==> src/rtl/wb_arbiter.sv <==
// Write-back arbiter: the pipeline has priority for the register-file write port; auxiliary results
// queue in a kill-tagged FIFO. Optional FIFO bypass when idle is enabled by WB_ARB_BYPASS_EN.
module wb_arbiter #(
    parameter int unsigned DATA_WIDTH = 32,
    parameter int unsigned NUM_REGS   = 64,
    parameter int unsigned DEPTH      = 4,
    localparam int unsigned ADDR_W    = $clog2(NUM_REGS),
    localparam int unsigned PTR_W     = $clog2(DEPTH),
    localparam int unsigned CNT_W     = $clog2(DEPTH) + 1
) (
    input  logic                  clk,
    input  logic                  rst_n,
    input  logic                  pipe_we,
    input  logic [ADDR_W-1:0]     pipe_rd,
    input  logic [DATA_WIDTH-1:0] pipe_wd,
    input  logic                  aux_valid,
    output logic                  aux_ready,
    input  logic [ADDR_W-1:0]     aux_rd,
    input  logic [DATA_WIDTH-1:0] aux_wd,
    output logic                  rf_we,
    output logic [ADDR_W-1:0]     rf_a3,
    output logic [DATA_WIDTH-1:0] rf_wd,
    output logic [CNT_W-1:0]      aux_count
);

    logic [ADDR_W-1:0]     rd_q   [DEPTH];
    logic [DATA_WIDTH-1:0] wd_q   [DEPTH];
    logic [DEPTH-1:0]      kill_q;
    logic [PTR_W-1:0]      rptr_q, wptr_q;

    logic pipe_live, aux_fire, fifo_empty, push, pop, bypass;

    always_comb begin
        aux_ready  = (aux_count < CNT_W'(DEPTH));
        pipe_live  = pipe_we && (pipe_rd != '0);
        aux_fire   = aux_valid && aux_ready;
        fifo_empty = (aux_count == '0);
`ifdef WB_ARB_BYPASS_EN
        bypass     = aux_fire && (aux_rd != '0) && fifo_empty && !pipe_live;
`else
        bypass     = 1'b0;
`endif
        // rd==0 results are accepted but discarded here
        push       = aux_fire && (aux_rd != '0) && !bypass;
        pop        = !pipe_live && !fifo_empty;
    end

    always_ff @(posedge clk or negedge rst_n) begin
        if (!rst_n) begin
            rf_we     <= 1'b0;
            rf_a3     <= '0;
            rf_wd     <= '0;
            rptr_q    <= '0;
            wptr_q    <= '0;
            aux_count <= '0;
            kill_q    <= '0;
            for (int i = 0; i < DEPTH; i++) begin
                rd_q[i] <= '0;
                wd_q[i] <= '0;
            end
        end else begin
            if (pipe_live) begin
                rf_we <= 1'b1;
                rf_a3 <= pipe_rd;
                rf_wd <= pipe_wd;
            end else if (pop) begin
                rf_we <= !kill_q[rptr_q];
                rf_a3 <= rd_q[rptr_q];
                rf_wd <= wd_q[rptr_q];
            end else if (bypass) begin
                rf_we <= 1'b1;
                rf_a3 <= aux_rd;
                rf_wd <= aux_wd;
            end else begin
                rf_we <= 1'b0;
            end

            // A newer pipeline write overtakes every queued write to the same register
            for (int i = 0; i < DEPTH; i++) begin
                if (pipe_live && (rd_q[i] == pipe_rd)) kill_q[i] <= 1'b1;
            end

            // Same-cycle aux result is older than the pipeline write, so it is born killed
            if (push) begin
                rd_q[wptr_q]   <= aux_rd;
                wd_q[wptr_q]   <= aux_wd;
                kill_q[wptr_q] <= pipe_live && (aux_rd == pipe_rd);
                wptr_q         <= wptr_q + PTR_W'(1);
            end

            if (pop) rptr_q <= rptr_q + PTR_W'(1);

            aux_count <= aux_count + CNT_W'(push) - CNT_W'(pop);
        end
    end

endmodule

==> config.mk <==
export PLATFORM = sky130hd
export DESIGN_NAME = wb_arbiter
export DESIGN_NICKNAME = d
export VERILOG_FILES = /design/src/rtl/wb_arbiter.sv
export SDC_FILE = /design/constraint.sdc
export NUM_CORES = 1
export LEC_CHECK = 0
export CAP_MARGIN = 20
export CORE_ASPECT_RATIO = 1.2
export CORE_UTILIZATION = 56
export CTS_CLUSTER_DIAMETER = 120
export DETAILED_ROUTE_END_ITERATION = 12
export PLACE_DENSITY = 0.89
export SLEW_MARGIN = 20
export SYNTH_ARGS = -nofsm -noshare
export SYNTH_HDL_FRONTEND = slang
export SYNTH_SLANG_ARGS = --single-unit
==> constraint.sdc <==
create_clock -name clk -period 3.3 [get_ports clk]
set_input_delay 0.66 -clock clk [delete_from_list [all_inputs] [get_ports clk]]
set_output_delay 0.66 -clock clk [all_outputs]
set_load 0.005 [all_outputs]
## Yosys cells after proc, flatten, opt, wreduce, memory -nomap -nowiden

Index checks and enable logic that the tools add are counted.

- Register bits: 202
- Bits of input ports: 80
- Output and inout port bits: 43
- Logic and storage cells: 79

- Add/sub/neg operators: 4
- $lt $le $gt $ge: 7
- Eq/ne operators: 5
- Multiplexer cells: 28
- Bitwise operators: 2
- Reduce and logical (&&, ||, !) cells: 18

Operators by type and width:

| operator | count |
|---|---|
| $mux 32 | 5 |
| $bwmux 128 | 1 |
| $bmux 32 s2 | 1 |
| $demux 32 s2 | 1 |
| $eq 6x6->1 | 5 |
| $mux 6 | 5 |
| $bwmux 24 | 1 |
| $bmux 6 s2 | 1 |
| $demux 6 s2 | 1 |
| $reduce_bool 6->1 | 2 |
| $logic_and 1x1->1 | 11 |
| $mux 1 | 8 |
| $ge 3x3->1 const B | 2 |
| $lt 2x3->1 const B | 2 |
| $not 2->3 | 2 |
| $add 2x1->2 const B | 2 |
| $bwmux 4 | 1 |
| $mux 4 | 1 |
| $add 3x1->3 | 1 |
| $logic_not 1->1 | 3 |
| $logic_not 3->1 | 1 |
| $lt 3x1->1 const B | 1 |
| $lt 3x3->1 const B | 1 |
| $sub 3x1->3 | 1 |
| 4 further kinds | 4 |

## Logic depth before layout (Yosys ltp)

- Depth in word-level cells: 6
- Mapped depth: 11
- Mapped depth without buffers: 9

## Worst setup path before layout

Ideal clock, no wire load.

- Kind: input-to-reg
- Start: in pipe_rd[5]
- End: reg aux_count[2]
- Library setup time: 0.123 ns
- Data arrival time: 2.905 ns
- Data required time: 3.177 ns
- Slack: 0.272 ns
- Stages on the path: 11
- Path buffers: 2
- Path through: buf_2 > or4_1 > o31a_1 > buf_2 > nor2_1 > ha_1 > inv_1 > ha_1 > fa_1 > xnor2_1 > xnor2_1

- Word-level cells in the longest chain between the ends: 5

Ends and longest elaborated chain:

| item | line | RTL |
|---|---|---|
| start, declared | 14 | `input logic [ADDR_W-1:0] pipe_rd,` |
| $reduce_bool 6->1 | 35 | `pipe_live = pipe_we && (pipe_rd != '0);` |
| $logic_and 1x1->1 | 35 |  |
| $logic_not 1->1 | 45 | `pop = !pipe_live && !fifo_empty;` |
| $logic_and 1x1->1 | 45 |  |
| named net pop | 31 | `logic pipe_live, aux_fire, fifo_empty, push, pop, bypass;` |
| $sub 3x1->3 | 93 | `aux_count <= aux_count + CNT_W'(push) - CNT_W'(pop);` |
| end signal, assigned | 93 |  |
| end, declared | 23 | `output logic [CNT_W-1:0] aux_count` |

The timed path passes the listed nets, and every way through them passes these cells.
A chain may end at the register's enable or synchronous reset.

## Final worst setup path

Same ends and word-level chain as after synthesis.

==> impl_metrics.csv <==
group,metric,value,unit
run_status,status,"finished clean",
synthesis,synthFlopType,"dfrtp_1",
floorplanning,start_util,57.9,%
grt,grt_max_degree,84,
grt,grt_usage,25.5,%
timing,fmax,0.350,GHz
floorplanning,die_h,145,µm
drt,vias,5753,
pwr,p_leak,0.00513,µW
floorplanning,core_area,16400,µm²
drt,drt-total-wl,21000,µm
synthesis,syn_avg_cell_area,15.1,µm²
placement,gp_congestion,0.838,
pwr,p_per_area,975,nW/µm²
timing,fin_crit_sh,86.5,%
clocking,post_cts_buffers,0,
placement,portBuffers,122,
timing,finalMaxSlewViolations,0,
synthesis,ys_top_cells_by_count,"dfrtp_1 (202), mux2_2 (116), mux2i_1 (42)",
clocking,cts_root_buf,"clkbuf_16",
grt,grt_pass1_wl,34200,µm
layout,final-seq-area,5060,µm²
synthesis,synth_cell_types,29,
floorplanning,die_w,121,µm
grt,grt_pass1_vias,6483,
setup_path,worstSetupPathType,"input port to flip-flop",
timing,rsz0062_at_grt,"false",
layout,area_delta_synth_final,23.4,%
clocking,clkTransAtPathRegs,0.06,ns
setup_path,required,3.71,ns
synthesis,async_flop_share,100,%
setup_path,crit_path_max_fanout,2,
floorplanning,die-area,17500,µm²
synthesis,yosysWarnings,0,
timing,worst_slack,0.446,ns
drt,initialDrtViolationCount,358,
placement,dp_slack,-0.000887,ns
timing,post-route-min-period,2.85,ns
setup_path,reg2reg_depth,9,
drt,wl_met1,8630,µm
clocking,clock_path_buffers,3,
timing,skew,0.0118,ns
placement,dp_hpwl,13400,µm
timing,tightest_slew,0.768,ns
synthesis,yosysTopAreaCell,"dfrtp_1",
placement,dpl_cell_area,11000,µm²
grt,grt_overflow,0,
clocking,clock_latency,0.49,ns
synthesis,syn_area,9490,µm²
synthesis,synth_most_common_cell,"dfrtp_1",
timing,final_hold_viol_count,0,
setup_path,end_kind,"flip-flop",
clocking,cts_buffers,21,
drt,wl_met3,875,µm
drt,ant_nets,0,
timing,fin_tns_setup,0,ns
layout,diodes,0,
layout,n_fill_cell,1045,
grt,antenna_found_initial,0,
drt,drcViolationCount,0,
drt,dr.pass1.iters,5,
clocking,htree_levels,1,
synthesis,synth_cells,628,
drt,met2_length,11100,µm
clocking,post_cts_resized,0,
clocking,cts.sinks,202,
drt,routedWlPerCell,21.3,µm
synthesis,yosys_register_bits,202,
floorplanning,io_pins,123,
synthesis,synth_nets,715,
drt,avgViaCountPerCell,5.83,
floorplanning,num_rows,51,
synthesis,synth.area.top_cells,"dfrtp_1 (53%), mux2_2 (14%), mux4_2 (9.3%), mux2_4 (5.7%), mux2i_1 (4.4%)",
clocking,cts_tree,"done",
synthesis,ys_seq_area_share,53.3,%
synthesis,synth_top_area_share,53.3,%
layout,final_area,11700,µm²
synthesis,synth_edf_count,0,
layout,nets,847,
hold_path,hold_path.class,"input port to async pin",
setup_path,critical_path_arrival,3.27,ns
clocking,hold_buffers,0,
layout,multiInputGateArea,4080,µm²
flow_run,max_cap_viol_count,0,
drt,highest_layer,"met4",
layout,drive_gt1_share,34.4,%
setup_path,cp-start-kind,"input port",
timing,setup_violations,0,
timing,slew_headroom,48.8,%
pwr,vdd_drop_max,663,µV
-- cell type report --
cell class | instances | area share, %
Multi-Input combinational cell | 375 | 34.8
Clock buffer | 26 | 4.82
Clock inverter | 11 | 1.19
Sequential cell | 202 | 43.2
Inverter | 7 | 0.224
Timing Repair Buffer | 153 | 13.5
Tap cell | 212 | 2.27
-- flip-flops by register name, summed over array words and instances (netlist names) --
signal and count:
wptr_q 2, wd_q 128, rf_a3 6, rf_wd 32
kill_q 4, rd_q 24, rptr_q 2, aux_count 3
rf_we 1
-- stage by stage --
step	hold WS [ns]	util [%]	power, µW	instances
6_report	0.182	71.4	11400	986
5_1_grt	0.251	71.4	12000	986
4_1_cts	0.231	71.4	11500	986
3_5_place_dp	0.489	67.1	9010	949
3_3_place_gp	0.481	67.1	8690	949
2_1_floorplan	0.364	-	7440	628
-- cells in the final DEF (no fill, tap or decap), types with 7 or more instances in the layout --
| cell type | netlist | final |
|---|---|---|
| buf_4 | 8 | 21 |
| inv_1 | 7 | 7 |
| nand2_1 | 39 | 39 |
| mux2_2 | 116 | 116 |
| mux2_4 | 36 | 36 |
| xor2_1 | 22 | 22 |
| clkdlybuf4s50_1 | 0 | 121 |
| o21ai_0 | 39 | 39 |
| dfrtp_1 | 202 | 200 |
| mux4_2 | 39 | 39 |
| xnor2_1 | 13 | 13 |
| mux2i_1 | 42 | 42 |
| buf_12 | 8 | 10 |
| clkbuf_16 | 0 | 21 |
-- power by group --
part / internal, µW / total (µW) / switching (µW) / leakage, µW
Sequential: 3710 / 4590 / 872 / 0.00244
Clock: 1450 / 2420 / 964 / 0.000343
Combinational: 2830 / 4420 / 1590 / 0.00235
-- critical path, cell delays in order --
cell,delay [ns]
clkdlybuf4s50_1,0.45
or4_1,0.55
o31a_2,0.32
nor2_1,0.18
ha_1,0.16
inv_1,0.04
ha_1,0.18
fa_1,0.38
xnor2_1,0.21
xnor2_1,0.14
-- kinds of logic (layout without fill, tap and decap cells) --
kind of cell	after synthesis	in the layout	share of synthesized area, %
adder cells (fa/ha/maj)	7	7	1.00
AO/OA/AOI/OAI	46	46	2.70
multiplexers	233	233	33.1
XOR/XNOR	35	35	3.23
flip-flops	202	202	53.3
AND/OR/NAND/NOR	54	54	2.79
buffers and inverters	51	197	3.88
-- final timing paths --
| check | startpoint | endpoint | slack (ns) |
|---|---|---|---|
| worst max register to register | aux_count[2] | aux_count[2] | 1.11 |
| worst min register to register | wd_q[9] | wd_q[9] | 0.50 |
| worst min-delay path | rst_n | rf_a3[1] | 0.18 |
| max in group asynchronous | rst_n | rf_wd[15] | 2.22 |
| worst max-delay path | pipe_rd[5] | aux_count[2] | 0.45 |
| min in group clk | wd_q[9] | wd_q[9] | 0.50 |
-- routing by layer --
layer	global-route usage [%]	vias to the layer above
met5	0	-
met1	31.8	3000
met4	7.54	0
li1	-	2542
met3	3.71	37
met2	45.9	174
(Power assumes the default switching activity.)
